==> src/rtl/addr_field_pkg.sv <==
// Shared types and width helpers for the address field pipeline.
package addr_field_pkg;

    typedef enum logic {
        IDLE   = 1'b0,
        SECOND = 1'b1
    } state_t;

    typedef enum logic [3:0] {
        OP_READ       = 4'd0,
        OP_WRITE      = 4'd1,
        OP_IFETCH     = 4'd2,
        OP_INVALIDATE = 4'd3,
        OP_SNOOP      = 4'd4,
        OP_CLEAR      = 4'd8,
        OP_PRINT      = 4'd9
    } op_t;

    function automatic int calc_off_w(input int line_bytes);
        return $clog2(line_bytes);
    endfunction

    function automatic int calc_idx_w(input int sets);
        return $clog2(sets);
    endfunction

    function automatic int calc_tag_w(input int addr_w, input int line_bytes, input int sets);
        return addr_w - $clog2(line_bytes) - $clog2(sets);
    endfunction

endpackage

==> src/rtl/addr_field_slice.sv <==
// Combinational split of a byte address into tag, set index and line offset.
module addr_field_slice
    import addr_field_pkg::*;
#(
    parameter  int ADDR_W     = 32,
    parameter  int LINE_BYTES = 64,
    parameter  int SETS       = 16384,
    localparam int OFF_W      = calc_off_w(LINE_BYTES),
    localparam int IDX_W      = calc_idx_w(SETS),
    localparam int TAG_W      = calc_tag_w(ADDR_W, LINE_BYTES, SETS)
) (
    input  logic [ADDR_W-1:0] addr,
    output logic [TAG_W-1:0]  tag,
    output logic [IDX_W-1:0]  index,
    output logic [OFF_W-1:0]  offset
);

    assign offset = addr[OFF_W-1:0];
    assign index  = addr[OFF_W+IDX_W-1:OFF_W];
    assign tag    = addr[ADDR_W-1:OFF_W+IDX_W];

endmodule

==> src/rtl/addr_field_pipe.sv <==
// Registered address field pipeline; requests crossing a line boundary emit two beats.
// Optional statistics counters are enabled by defining ADDR_FIELD_PIPE_STATS_EN.
module addr_field_pipe
    import addr_field_pkg::*;
#(
    parameter  int ADDR_W     = 32,
    parameter  int LINE_BYTES = 64,
    parameter  int SETS       = 16384,
    parameter  int LEN_W      = 7,
    localparam int OFF_W      = calc_off_w(LINE_BYTES),
    localparam int IDX_W      = calc_idx_w(SETS),
    localparam int TAG_W      = calc_tag_w(ADDR_W, LINE_BYTES, SETS)
) (
    input  logic              clk,
    input  logic              rst_n,
    input  logic              in_valid,
    output logic              in_ready,
    input  logic [ADDR_W-1:0] in_addr,
    input  logic [LEN_W-1:0]  in_len,
    input  logic [3:0]        in_op,
    output logic              out_valid,
    input  logic              out_ready,
    output logic [ADDR_W-1:0] out_addr,
    output logic [TAG_W-1:0]  out_tag,
    output logic [IDX_W-1:0]  out_index,
    output logic [OFF_W-1:0]  out_offset,
    output logic [3:0]        out_op,
    output logic              out_split,
`ifdef ADDR_FIELD_PIPE_STATS_EN
    output logic              out_last,
    output logic [31:0]       stat_req,
    output logic [31:0]       stat_split
`else
    output logic              out_last
`endif
);

    if (TAG_W < 1) begin : g_bad_tag
        $error("addr_field_pipe: tag width must be at least 1");
    end
    if (LINE_BYTES < 4 || (LINE_BYTES & (LINE_BYTES - 1)) != 0) begin : g_bad_line
        $error("addr_field_pipe: LINE_BYTES must be a power of two >= 4");
    end
    if ((SETS & (SETS - 1)) != 0) begin : g_bad_sets
        $error("addr_field_pipe: SETS must be a power of two");
    end

    state_t state, next_state;

    logic              accept;
    logic              load_second;
    logic [OFF_W+1:0]  eff_len;
    logic [OFF_W+1:0]  end_pos;
    logic              in_split;
    logic [ADDR_W-1:0] beat2_addr;
    logic [ADDR_W-1:0] pend_addr;

    logic [TAG_W-1:0]  in_tag,    pend_tag;
    logic [IDX_W-1:0]  in_index,  pend_index;
    logic [OFF_W-1:0]  in_offset, pend_offset;

    addr_field_slice #(
        .ADDR_W     (ADDR_W),
        .LINE_BYTES (LINE_BYTES),
        .SETS       (SETS)
    ) u_slice_in (
        .addr   (in_addr),
        .tag    (in_tag),
        .index  (in_index),
        .offset (in_offset)
    );

    addr_field_slice #(
        .ADDR_W     (ADDR_W),
        .LINE_BYTES (LINE_BYTES),
        .SETS       (SETS)
    ) u_slice_pend (
        .addr   (pend_addr),
        .tag    (pend_tag),
        .index  (pend_index),
        .offset (pend_offset)
    );

    // Zero-length accesses still touch one byte; oversize ones are clamped to a line.
    always_comb begin
        if (in_len == '0) begin
            eff_len = (OFF_W+2)'(1);
        end else if (32'(in_len) > LINE_BYTES) begin
            eff_len = (OFF_W+2)'(LINE_BYTES);
        end else begin
            eff_len = (OFF_W+2)'(in_len);
        end
    end

    assign end_pos    = {2'b00, in_offset} + eff_len;
    assign in_split   = end_pos > (OFF_W+2)'(LINE_BYTES);
    assign beat2_addr = {in_addr[ADDR_W-1:OFF_W], {OFF_W{1'b0}}} + ADDR_W'(LINE_BYTES);
    assign accept     = in_valid && in_ready;

    always_ff @(posedge clk or negedge rst_n) begin
        if (!rst_n) begin
            state <= IDLE;
        end else begin
            state <= next_state;
        end
    end

    always_comb begin
        next_state = state;
        case (state)
            IDLE:    if (accept && in_split) next_state = SECOND;
            SECOND:  if (out_ready)          next_state = IDLE;
            default: next_state = IDLE;
        endcase
    end

    always_comb begin
        in_ready    = 1'b0;
        load_second = 1'b0;
        case (state)
            IDLE:    in_ready    = !out_valid || out_ready;
            SECOND:  load_second = out_ready;
            default: in_ready    = 1'b0;
        endcase
    end

    // Output register holds its beat until the sink takes it.
    always_ff @(posedge clk or negedge rst_n) begin
        if (!rst_n) begin
            out_valid  <= 1'b0;
            out_addr   <= '0;
            out_tag    <= '0;
            out_index  <= '0;
            out_offset <= '0;
            out_op     <= '0;
            out_split  <= 1'b0;
            out_last   <= 1'b0;
            pend_addr  <= '0;
        end else if (accept) begin
            out_valid  <= 1'b1;
            out_addr   <= in_addr;
            out_tag    <= in_tag;
            out_index  <= in_index;
            out_offset <= in_offset;
            out_op     <= in_op;
            out_split  <= in_split;
            out_last   <= !in_split;
            pend_addr  <= beat2_addr;
        end else if (load_second) begin
            out_addr   <= pend_addr;
            out_tag    <= pend_tag;
            out_index  <= pend_index;
            out_offset <= pend_offset;
            out_last   <= 1'b1;
        end else if (out_valid && out_ready) begin
            out_valid  <= 1'b0;
        end
    end

`ifdef ADDR_FIELD_PIPE_STATS_EN
    always_ff @(posedge clk or negedge rst_n) begin
        if (!rst_n) begin
            stat_req   <= '0;
            stat_split <= '0;
        end else if (accept) begin
            stat_req <= stat_req + 32'd1;
            if (in_split) begin
                stat_split <= stat_split + 32'd1;
            end
        end
    end
`endif

endmodule

==> config.mk <==
export PLATFORM = sky130hd
export DESIGN_NAME = addr_field_pipe
export DESIGN_NICKNAME = d
export VERILOG_FILES = /design/src/rtl/addr_field_pkg.sv /design/src/rtl/addr_field_slice.sv /design/src/rtl/addr_field_pipe.sv
export SDC_FILE = /design/constraint.sdc
export NUM_CORES = 1
export LEC_CHECK = 0
export CAP_MARGIN = 20
export CORE_MARGIN = 4
export CORE_UTILIZATION = 30
export DETAILED_ROUTE_END_ITERATION = 16
export SLEW_MARGIN = 15
export SYNTH_ARGS = -nofsm -noshare
export SYNTH_HDL_FRONTEND = slang
export SYNTH_SLANG_ARGS = --single-unit
==> constraint.sdc <==
create_clock -name clk -period 1.7 [get_ports clk]
set_input_delay 0.34 -clock clk [delete_from_list [all_inputs] [get_ports clk]]
set_output_delay 0.34 -clock clk [all_outputs]
set_load 0.1 [all_outputs]
==> results.cfg, run 1 <==
[clock_network]
clk_pin_slew_worst_paths_ps = 60
numCtsBuffers = 9
root_buffer = clkbuf_16
cts_tree = done
clkLatencyLatePin_ps = 320
htree_levels = 3
clock-sinks = 66
max-clock-path-buffers = 2

[synthesis]
synth_area_um2 = 3680
synth_fp_nets = 455
synth_most_common_cell = nand2_1
synth_top_area_cell = dfrtp_1
ys_top_cells_by_area = dfrtp_1, nand2_1, mux2i_1
synth-edff-count = 0
avgSynthCellArea_um2 = 9.19
yosysSeqAreaShare_pct = 44.9
synth_top_area_share_pct = 44.9
yosysWarnings = 0
ys_ff_latch = 66
async_flop_share_pct = 100
synth_cell_types = 38
synthCells = 400
synthFlopType = dfrtp_1
synthTopCellsByCount = nand2_1, dfrtp_1, o21ai_0

[final_layout]
drive_above_1_share_pct = 33.5
syn_to_final_growth_pct = 74.5
layout.nets = 599
fin_cells = 697

[sta]
hold_viol_final = 0
whs_ps = 376
fmax_mhz = 488
finalCriticalPeriod_ps = 2050
worst_slew_pin_slew_ps = 265
finalCritPeriodShare_pct = 120
rsz0062_at_grt = true
finalClockSkew_ps = 5.59
final_max_slew_viol_count = 0
setup_viol = 3
relSlewSlack_pct = 82.3
setup_ws_ps = -348

[critical_path]
endpoint_kind = flop
crit_fanout = 3
start_kind = primary input
required_ps = 1910
crit_arrival_ps = 2260
critical_path_class = in -> reg

[detailed_routing]
ant_nets = 0
dr.first_iter.drc_count = 120
drt-pass1-iter-count = 4
vias = 3204
drc = 0
wl_per_cell_um = 14.4
wl_um = 10000
viasPerCell = 4.60

[floorplan]
die_w_um = 119
start_util_pct = 30.6
rows = 40
chipHeight_um = 119
die_area_um2 = 14100
core_area_um2 = 12000
io_pins = 119

[global_route]
grt_pass1_vias = 3329
antenna_found_initial = 1
grt_max_degree = 38
overflow = 0
grt_pass1_wl_um = 16400
grt_use_total_pct = 14.2

[place]
place_inst = 671
place.gp.congestion = 0.786
hpwl_um = 7710
port_buffers = 118

[hold_path]
worstHoldPathType = in -> reg

[status]
violations = negative setup slack
outcome = finished, violations left

[flow_run]
drv_cap = 0
## cells in the final DEF, fill, tap and decap left out, types with 2 or more instances in the layout
cell | netlist | routed
a21o_1 | 3 | 3
a21oi_1 | 15 | 15
a22o_1 | 2 | 2
a31oi_1 | 2 | 2
and2_4 | 0 | 2
and3_1 | 3 | 3
and4_4 | 0 | 2
buf_12 | 0 | 80
buf_2 | 0 | 3
buf_4 | 33 | 55
buf_6 | 0 | 4
clkbuf_16 | 0 | 9
clkdlybuf4s50_1 | 0 | 22
clkinvlp_4 | 0 | 3
dfrtp_1 | 66 | 65
dlygate4sd2_1 | 0 | 11
dlymetal6s2s_1 | 0 | 7
ha_1 | 7 | 5
inv_1 | 7 | 6
inv_6 | 0 | 2
mux2i_1 | 27 | 27
nand2_1 | 80 | 78
nand2_2 | 0 | 2
nand2b_1 | 2 | 2
nand3_1 | 13 | 12
nand4_1 | 6 | 6
nand4b_1 | 2 | 2
nor2_1 | 18 | 15
nor2_2 | 0 | 2
nor2b_1 | 5 | 3
nor3_2 | 1 | 2
nor4_4 | 0 | 2
o21ai_0 | 45 | 42
o21ai_1 | 2 | 5
xnor2_1 | 14 | 14
xor2_1 | 11 | 11
## cells by family (layout without fill, tap and decap cells)
| kind of cell | after synthesis | in the layout | share of synthesized area (%) |
|---|---|---|---|
| AND/OR/NAND/NOR | 142 | 142 | 18.4 |
| AO/OA/AOI/OAI | 74 | 74 | 11.0 |
| flip-flops | 66 | 66 | 44.9 |
| buffers and inverters | 57 | 206 | 9.19 |
| multiplexers | 28 | 28 | 7.66 |
| XOR/XNOR | 25 | 25 | 5.96 |
| adder cells (fa/ha/maj) | 8 | 8 | 2.93 |
| other | 0 | 1 | 0 |
## critical path, cell delays in order
cell,delay (ps)
buf_6,90
nor3_2,150
a21oi_1,80
nor2_1,100
ha_2,190
inv_2,40
fa_2,360
xor2_1,150
nand4b_1,150
a31oi_1,210
o2111ai_2,180
a22o_1,220
## stage by stage
step,setup TNS (ps),utilization [%],cell area [um2],setup WS (ps)
2_1_floorplan,-24690,-,3740,-433
3_3_place_gp,-9300,50.1,6010,-920
3_5_place_dp,-11260,50.1,6010,-1030
4_1_cts,-1020,53.0,6360,-374
5_1_grt,-1490,53.4,6410,-502
6_report,-995,53.4,6410,-348
## final cells by class
type / count / area [um2]
sequential: 66 / 1660
antenna: 1 / 2.50
timing repair buffer: 183 / 2490
multi-input combinational: 277 / 1780
inverter: 7 / 26.3
fill: 1060 / 5600
clock buffer: 9 / 225
clock inverter: 7 / 53.8
tap: 147 / 184
## layer usage
layer	vias to the layer above	wire (um)	GRT usage (%)
met5	-	0	0
met4	0	42	3.04
met3	4	483	3.64
met2	84	5000	24.6
met1	1496	4480	17.9
li1	1620	-	-
## repair_timing
| item | CTS | global route |
|---|---|---|
| endpoints found under the hold margin | 14 | 0 |
| buffers inserted | 6 | 2 |
| pin swaps | 20 | 14 |
| resized for setup | 44 | 11 |
| setup endpoints to repair | 10 | 16 |
| hold buffers | 1 | 0 |
## flip-flops by register name (all words and copies together), names as in the netlist
register   cells
out_addr      32
out_last       1
out_op         4
out_split      1
out_valid      1
pend_addr     26
state          1
## path summary, 6_finish.rpt
| path | from | to | slack (ps) | cells past startpoint |
|---|---|---|---|---|
| setup / recovery | in_len[2] | state$_DFF_PN0_ | -350 | 12 |
| hold / removal | in_addr[12] | out_addr[12]$_DFFE_PN0P_ | 380 | 4 |
| setup reg to reg | out_valid$_DFFE_PN0P_ | out_last$_DFFE_PN0P_ | 130 | 7 |
| hold reg to reg | pend_addr[20]$_DFFE_PN0P_ | pend_addr[20]$_DFFE_PN0P_ | 470 | 2 |
| max in group asynchronous | rst_n | out_valid$_DFFE_PN0P_ | 770 | 3 |
| min in group asynchronous | rst_n | pend_addr[25]$_DFFE_PN0P_ | 420 | 2 |
Power of run 1 is left out: the tool's default activity adds up to more than one toggle a clock period on the data nets, which glitch-free logic cannot reach.
==> run 2, diff against run 1 <==
--- a/config.mk
+++ b/config.mk
@@ -6,9 +6,13 @@
 export NUM_CORES = 1
 export LEC_CHECK = 0
 export CAP_MARGIN = 20
+export CELL_PAD_IN_SITES_DETAIL_PLACEMENT = 1
+export CELL_PAD_IN_SITES_GLOBAL_PLACEMENT = 2
 export CORE_MARGIN = 4
-export CORE_UTILIZATION = 30
+export CORE_UTILIZATION = 27
 export DETAILED_ROUTE_END_ITERATION = 16
+export GPL_TIMING_DRIVEN = 0
+export PLACE_DENSITY_LB_ADDON = 0.1
 export SLEW_MARGIN = 15
 export SYNTH_ARGS = -nofsm -noshare
 export SYNTH_HDL_FRONTEND = slang
==> run 2 against run 1 <==
Against the previous run:
- the flow still finishes with violations (negative setup slack)
- global-route usage up 1.8 points
- maximum frequency up 3.2%
- flip-flop and latch count unchanged
- non-clock buffer count down 7
- core utilization down 12 points
- worst setup slack better by 63 ps
- cell area down 14%
- final cell count up 3.0%
- critical path type unchanged
- largest cell class is now multi-input combinational cells
==> results.cfg, run 2 (synthesis gave the netlist of run 1 again) <==
[flow_run]
drv_cap = 0

[final_layout]
drive_above_1_share_pct = 33.6
final_cell_mix = nand2_1, dfrtp_1, buf_4, o21ai_0, buf_2
layout_commonest_cell = nand2_1
regMostFlops = out_addr
n_fill_cell = 1539
largest_reg_flops = 32
syn_to_final_growth_pct = 50.3
antenna-diode-count = 0
design_area_um2 = 5530
reg.largest.list = out_addr: 32 flops, pend_addr: 26 flops, out_op: 4 flops
fin_util_pct = 41.6
fin_cells = 718
layout.nets = 592

[sta]
setup_viol = 3
relSlewSlack_pct = 62.6
finalClockSkew_ps = 6.07
finalCriticalPeriod_ps = 1980
worst_slew_pin_slew_ps = 563
final_max_slew_viol_count = 0
setup_ws_ps = -285
hold_viol_final = 0
rsz0062_at_grt = true
finalCritPeriodShare_pct = 117
fmax_mhz = 504

[hold_path]
worstHoldPathType = in -> reg
hold_path.startpoint = in_addr[16]

[critical_path]
path_cells = clkdlybuf4s50_1 > ha_1 > a21o_1 > nand4_1 > a21boi_2 > o211ai_1 > o2111ai_2 > a22o_1
reg2regPathDepth = 7
crit_fanout = 3
slowest_delay_ps = 430
cp.depth = 8
crit_arrival_ps = 2210
timing.rr.start = out_valid$_DFFE_PN0P_
critPathSlowestCell = clkdlybuf4s50_1
start_kind = primary input
crit_end = out_split$_DFFE_PN0P_
ff2ff_setup_slack_ps = 90
endpoint_kind = flop
required_ps = 1920
critical-path-top-delay-family = compound AO/OA/AOI/OAI gates
crit_buf_inv = 1
critical_path_class = in -> reg
reg2reg_to = pend_addr[10]$_DFFE_PN0P_
cp-startpoint = in_addr[1]

[global_route]
grt_max_degree = 42
overflow = 0
grt_pass1_wl_um = 19800
antenna_found_initial = 0
grt_pass1_vias = 3616
grt_use_total_pct = 16.1

[detailed_routing]
wl_um = 11900
wl_per_cell_um = 16.6
vias = 3279
dr.first_iter.drc_count = 110
drc = 0
ant_nets = 0
viasPerCell = 4.57
drt-pass1-iter-count = 4

[place]
place_inst = 694
place.gp.congestion = 0.746
hpwl_um = 8790
port_buffers = 117
place_area_um2 = 5160

[floorplan]
rows = 42
chipHeight_um = 125
core_area_um2 = 13300
start_util_pct = 27.6
die_area_um2 = 15500
die_w_um = 125
io_pins = 119

[clock_network]
numCtsBuffers = 9
cts_tree = done
root_buffer = clkbuf_16
clk_pin_slew_worst_paths_ps = 50
clock-sinks = 66
htree_levels = 3
max-clock-path-buffers = 2
clkLatencyLatePin_ps = 340

[status]
violations = negative setup slack
outcome = finished, violations left
==> run 2: cell type report <==
type                            count  area [um2]  share of cell area, %
Buffer                             50         368                   6.66
Inverter                            7        26.3                  0.475
Multi-Input combinational cell    277        1820                   32.9
Sequential cell                    66        1660                   30.0
Clock buffer                       14         264                   4.78
Tap cell                          176         220                   3.98
Timing Repair Buffer              126        1140                   20.6
Clock inverter                      2        35.0                  0.634
==> run 2: how the worst min path moves through the flow <==
| stage | endpoint | slack (ps) | cells after the start |
|---|---|---|---|
| floorplan | out_addr[0]$_DFFE_PN0P_ | 40 | 0 |
| global placement | out_op[2]$_DFFE_PN0P_ | 460 | 2 |
| detailed placement | out_addr[25]$_DFFE_PN0P_ | 290 | 1 |
| CTS | out_addr[8]$_DFFE_PN0P_ | 360 | 3 |
| global route | out_addr[9]$_DFFE_PN0P_ | 320 | 3 |
| finish | out_addr[16]$_DFFE_PN0P_ | 310 | 3 |
==> run 2: through the flow <==
stage / hold WS, ps / setup WS [ps] / TNS (ps)
after floorplan: 44.4 / -433 / -24690
after global placement: 457 / -2730 / -198020
after detailed placement: 292 / -1140 / -52100
after CTS: 362 / -387 / -1110
after global routing: 325 / -447 / -1280
final: 313 / -285 / -799
==> run 2: layer usage <==
metal	vias to the layer above	global-route usage (%)	part of all wire, %
met5	-	0	0
met4	0	3.87	1.1
met3	12	5.32	5.0
met2	70	27.1	49
met1	1594	19.9	45
li1	1603	-	-
==> run 2: worst min-delay path, cell delays in order <==
cell,delay [ps]
clkbuf_2,140
nand2_1,60
o21ai_0,70
==> run 2: repair_timing <==
action,CTS,global route
setup endpoints to repair,128,72
hold endpoints to repair,25,0
hold buffers,1,0
setup buffers,6,1
gates cloned,0,0
gates resized for setup,341,58
pin swaps,20,14
Power of run 2 is left out for the same reason.
==> run 3, diff against run 2 <==
--- a/config.mk
+++ b/config.mk
@@ -9,11 +9,12 @@
 export CELL_PAD_IN_SITES_DETAIL_PLACEMENT = 1
 export CELL_PAD_IN_SITES_GLOBAL_PLACEMENT = 2
 export CORE_MARGIN = 4
-export CORE_UTILIZATION = 27
+export CORE_UTILIZATION = 30
 export DETAILED_ROUTE_END_ITERATION = 16
 export GPL_TIMING_DRIVEN = 0
 export PLACE_DENSITY_LB_ADDON = 0.1
 export SLEW_MARGIN = 15
 export SYNTH_ARGS = -nofsm -noshare
 export SYNTH_HDL_FRONTEND = slang
+export SYNTH_HIERARCHICAL = 1
 export SYNTH_SLANG_ARGS = --single-unit
==> run 3 against run 2 <==
Against the previous run:
- the run still ends with negative setup slack left
- worst setup slack worse by 110 ps
- non-clock buffer count is 45 higher
- sequential share of layout area is 2.0 points higher
- clock-buffer cell count is 3 lower
- register-to-register slack worse by 30 ps
- critical path depth is 4 higher
- core utilization is 2.5 points higher
- cell area is 39% higher
- via count is 35% higher
- global-route usage is 1.4 points higher
- flip-flop and latch count is 32 higher
- first-iteration DRC count is 8.2% higher
- critical path type unchanged
- critical endpoint unchanged
==> results.cfg, run 3 <==
[status]
outcome = finished, violations left
violations = negative setup slack

[synthesis]
synth_most_common_cell = nand2_1
synthCells = 571
yosysWarnings = 6
synthFlopType = dfrtp_1
async_flop_share_pct = 100
synth-edff-count = 0
synth_cell_types = 44
synth_area_um2 = 5370
yosysSeqAreaShare_pct = 45.6
ys_top_cells_by_area = dfrtp_1, mux2i_1, buf_4
synthTopCellsByCount = nand2_1, dfrtp_1, o21ai_0
synth_top_area_share_pct = 45.6
avgSynthCellArea_um2 = 9.41
synth_top_area_cell = dfrtp_1
ys_ff_latch = 98

[global_route]
grtUsageMet1_pct = 23.2
met3_usage_pct = 4.18
grtUsageMet2_pct = 29.1
antenna_found_initial = 0
gr-max-usage-layer = met2
grt_max_degree = 63
grt_pass1_vias = 4910
overflow = 0
grt_pass1_wl_um = 27500
grt_use_total_pct = 17.4

[critical_path]
required_ps = 1940
critical_path_class = in -> reg
slowest_delay_ps = 360
critPathSlowestCell = fa_2
path_cells = buf_6 > nor3_4 > a21oi_2 > nor2_1 > ha_2 > inv_2 > fa_2 > xor2_1 > nand4b_1 > a31oi_2 > o2111ai_2 > a22o_1
critical-path-top-delay-family = compound AO/OA/AOI/OAI gates
endpoint_kind = flop
crit_buf_inv = 2
crit_arrival_ps = 2330
crit_fanout = 3
reg2regPathDepth = 6
cp.depth = 12
start_kind = primary input

[detailed_routing]
wl_per_cell_um = 18.2
ant_nets = 0
drt-pass1-iter-count = 4
vias = 4439
wl_um = 17200
viasPerCell = 4.69
dr.first_iter.drc_count = 119
drc = 0

[floorplan]
die_area_um2 = 20100
chipHeight_um = 142
rows = 48
io_pins = 119
die_w_um = 142
start_util_pct = 30.8
core_area_um2 = 17400

[final_layout]
design_area_um2 = 7680
regMostFlops = out_addr
layout_commonest_cell = nand2_1
n_fill_cell = 1936
antenna-diode-count = 0
drive_above_1_share_pct = 33.0
layout.nets = 771
syn_to_final_growth_pct = 43.0
reg.largest.list = out_addr: 32 flops, pend_addr: 26 flops, out_index: 14 flops
final_cell_mix = nand2_1, dfrtp_1, buf_4, clkdlybuf4s15_2, o21ai_0
largest_reg_flops = 32

[sta]
fmax_mhz = 478
hold_viol_final = 0
finalClockSkew_ps = 6.37
finalCriticalPeriod_ps = 2090
relSlewSlack_pct = 60.4
setup_ws_ps = -393
setup_viol = 4
worst_slew_pin_slew_ps = 597
finalCritPeriodShare_pct = 123
final_max_slew_viol_count = 0
rsz0062_at_grt = true

[clock_network]
clk_pin_slew_worst_paths_ps = 70
clkLatencyLatePin_ps = 350
max-clock-path-buffers = 2
root_buffer = clkbuf_16
cts_tree = done
clock-sinks = 98
numCtsBuffers = 9
htree_levels = 3

[hold_path]
worstHoldPathType = in -> reg
hold_depth = 3

[place]
place_area_um2 = 7000
place.gp.congestion = 0.765
hpwl_um = 12300
port_buffers = 118

[flow_run]
drv_cap = 0
-- run 3: changes by cell type in the layout (fill, tap and decap cells not counted), sizes merged, moves of 4 or more --
cell           delta
nand4             -5
mux2i            +31
dfrtp            +32
o21ai            +36
buf               +6
clkinv            +4
nand2            +36
conb              +6
xor2              +4
clkdlybuf4s15    +37
-- run 3: area by class of cell --
| type | instances | area (um2) | share of cell area (%) |
|---|---|---|---|
| sequential | 98 | 2460 | 32.0 |
| multi-input combinational | 380 | 2450 | 31.8 |
| timing repair buffer | 129 | 1380 | 18.0 |
| buffer | 92 | 810 | 10.5 |
| tap | 225 | 282 | 3.67 |
| clock buffer | 11 | 253 | 3.29 |
| clock inverter | 5 | 28.8 | 0.375 |
| inverter | 6 | 22.5 | 0.293 |
-- run 3: cell families after synthesis --
| logic type | synth area share, % |
|---|---|
| multiplexers | 10.8 |
| flip-flops | 45.6 |
| buffers and inverters | 12.1 |
| adder cells (fa/ha/maj) | 2.00 |
| other | 0.0698 |
| XOR/XNOR | 4.24 |
| AO/OA/AOI/OAI | 10.8 |
| AND/OR/NAND/NOR | 14.4 |
-- run 3: per-layer routing --
metal	share of wire [%]	vias up
met1	47	2193
met3	4.4	8
met4	0.69	0
met5	0	-
li1	-	2154
met2	48	84
-- run 3: final timing paths --
kind | startpoint | to | slack, ps
max | in_len[3] | out_split$_DFFE_PN0P_ | -390
min | in_addr[4] | out_addr[4]$_DFFE_PN0P_ | 260
max reg2reg | out_valid$_DFFE_PN0P_ | out_split$_DFFE_PN0P_ | 60
min reg2reg | out_op[0]$_DFFE_PN0P_ | out_op[0]$_DFFE_PN0P_ | 480
max in group asynchronous | rst_n | pend_addr[7]$_DFFE_PN0P_ | 560
min in group asynchronous | rst_n | out_tag[4]$_DFFE_PN0P_ | 480
-- run 3: timing repair --
item / in CTS / in global routing
hold buffers: 1 / 0
resized for setup: 292 / 63
setup endpoints to repair: 143 / 78
pin swaps: 15 / 11
setup buffers: 6 / 2
endpoints found under the hold margin: 36 / 0
cloned: 0 / 2
-- run 3: worst register-to-register path, stage by stage, from the launching register on --
cell and delay [ps]:
dfrtp_4 490, nor2b_4 140, nor2_4 200, and2_2 260, o211ai_1 140, o21ai_1 170
a22o_1 170
-- run 3: stage by stage --
stage / setup WS [ps] / std cells / hold WS [ps] / utilization, % / setup TNS (ps)
after detailed placement: -1110 / 920 / 285 / 40.2 / -55100
after global routing: -468 / 946 / 277 / 44.1 / -1410
after CTS: -372 / 943 / 365 / 43.1 / -1120
final: -393 / 946 / 261 / 44.1 / -1070
after floorplan: -405 / 576 / 44.4 / - / -36590
after global placement: -4710 / 919 / 458 / 40.0 / -438490
Power of run 3 is left out for the same reason.
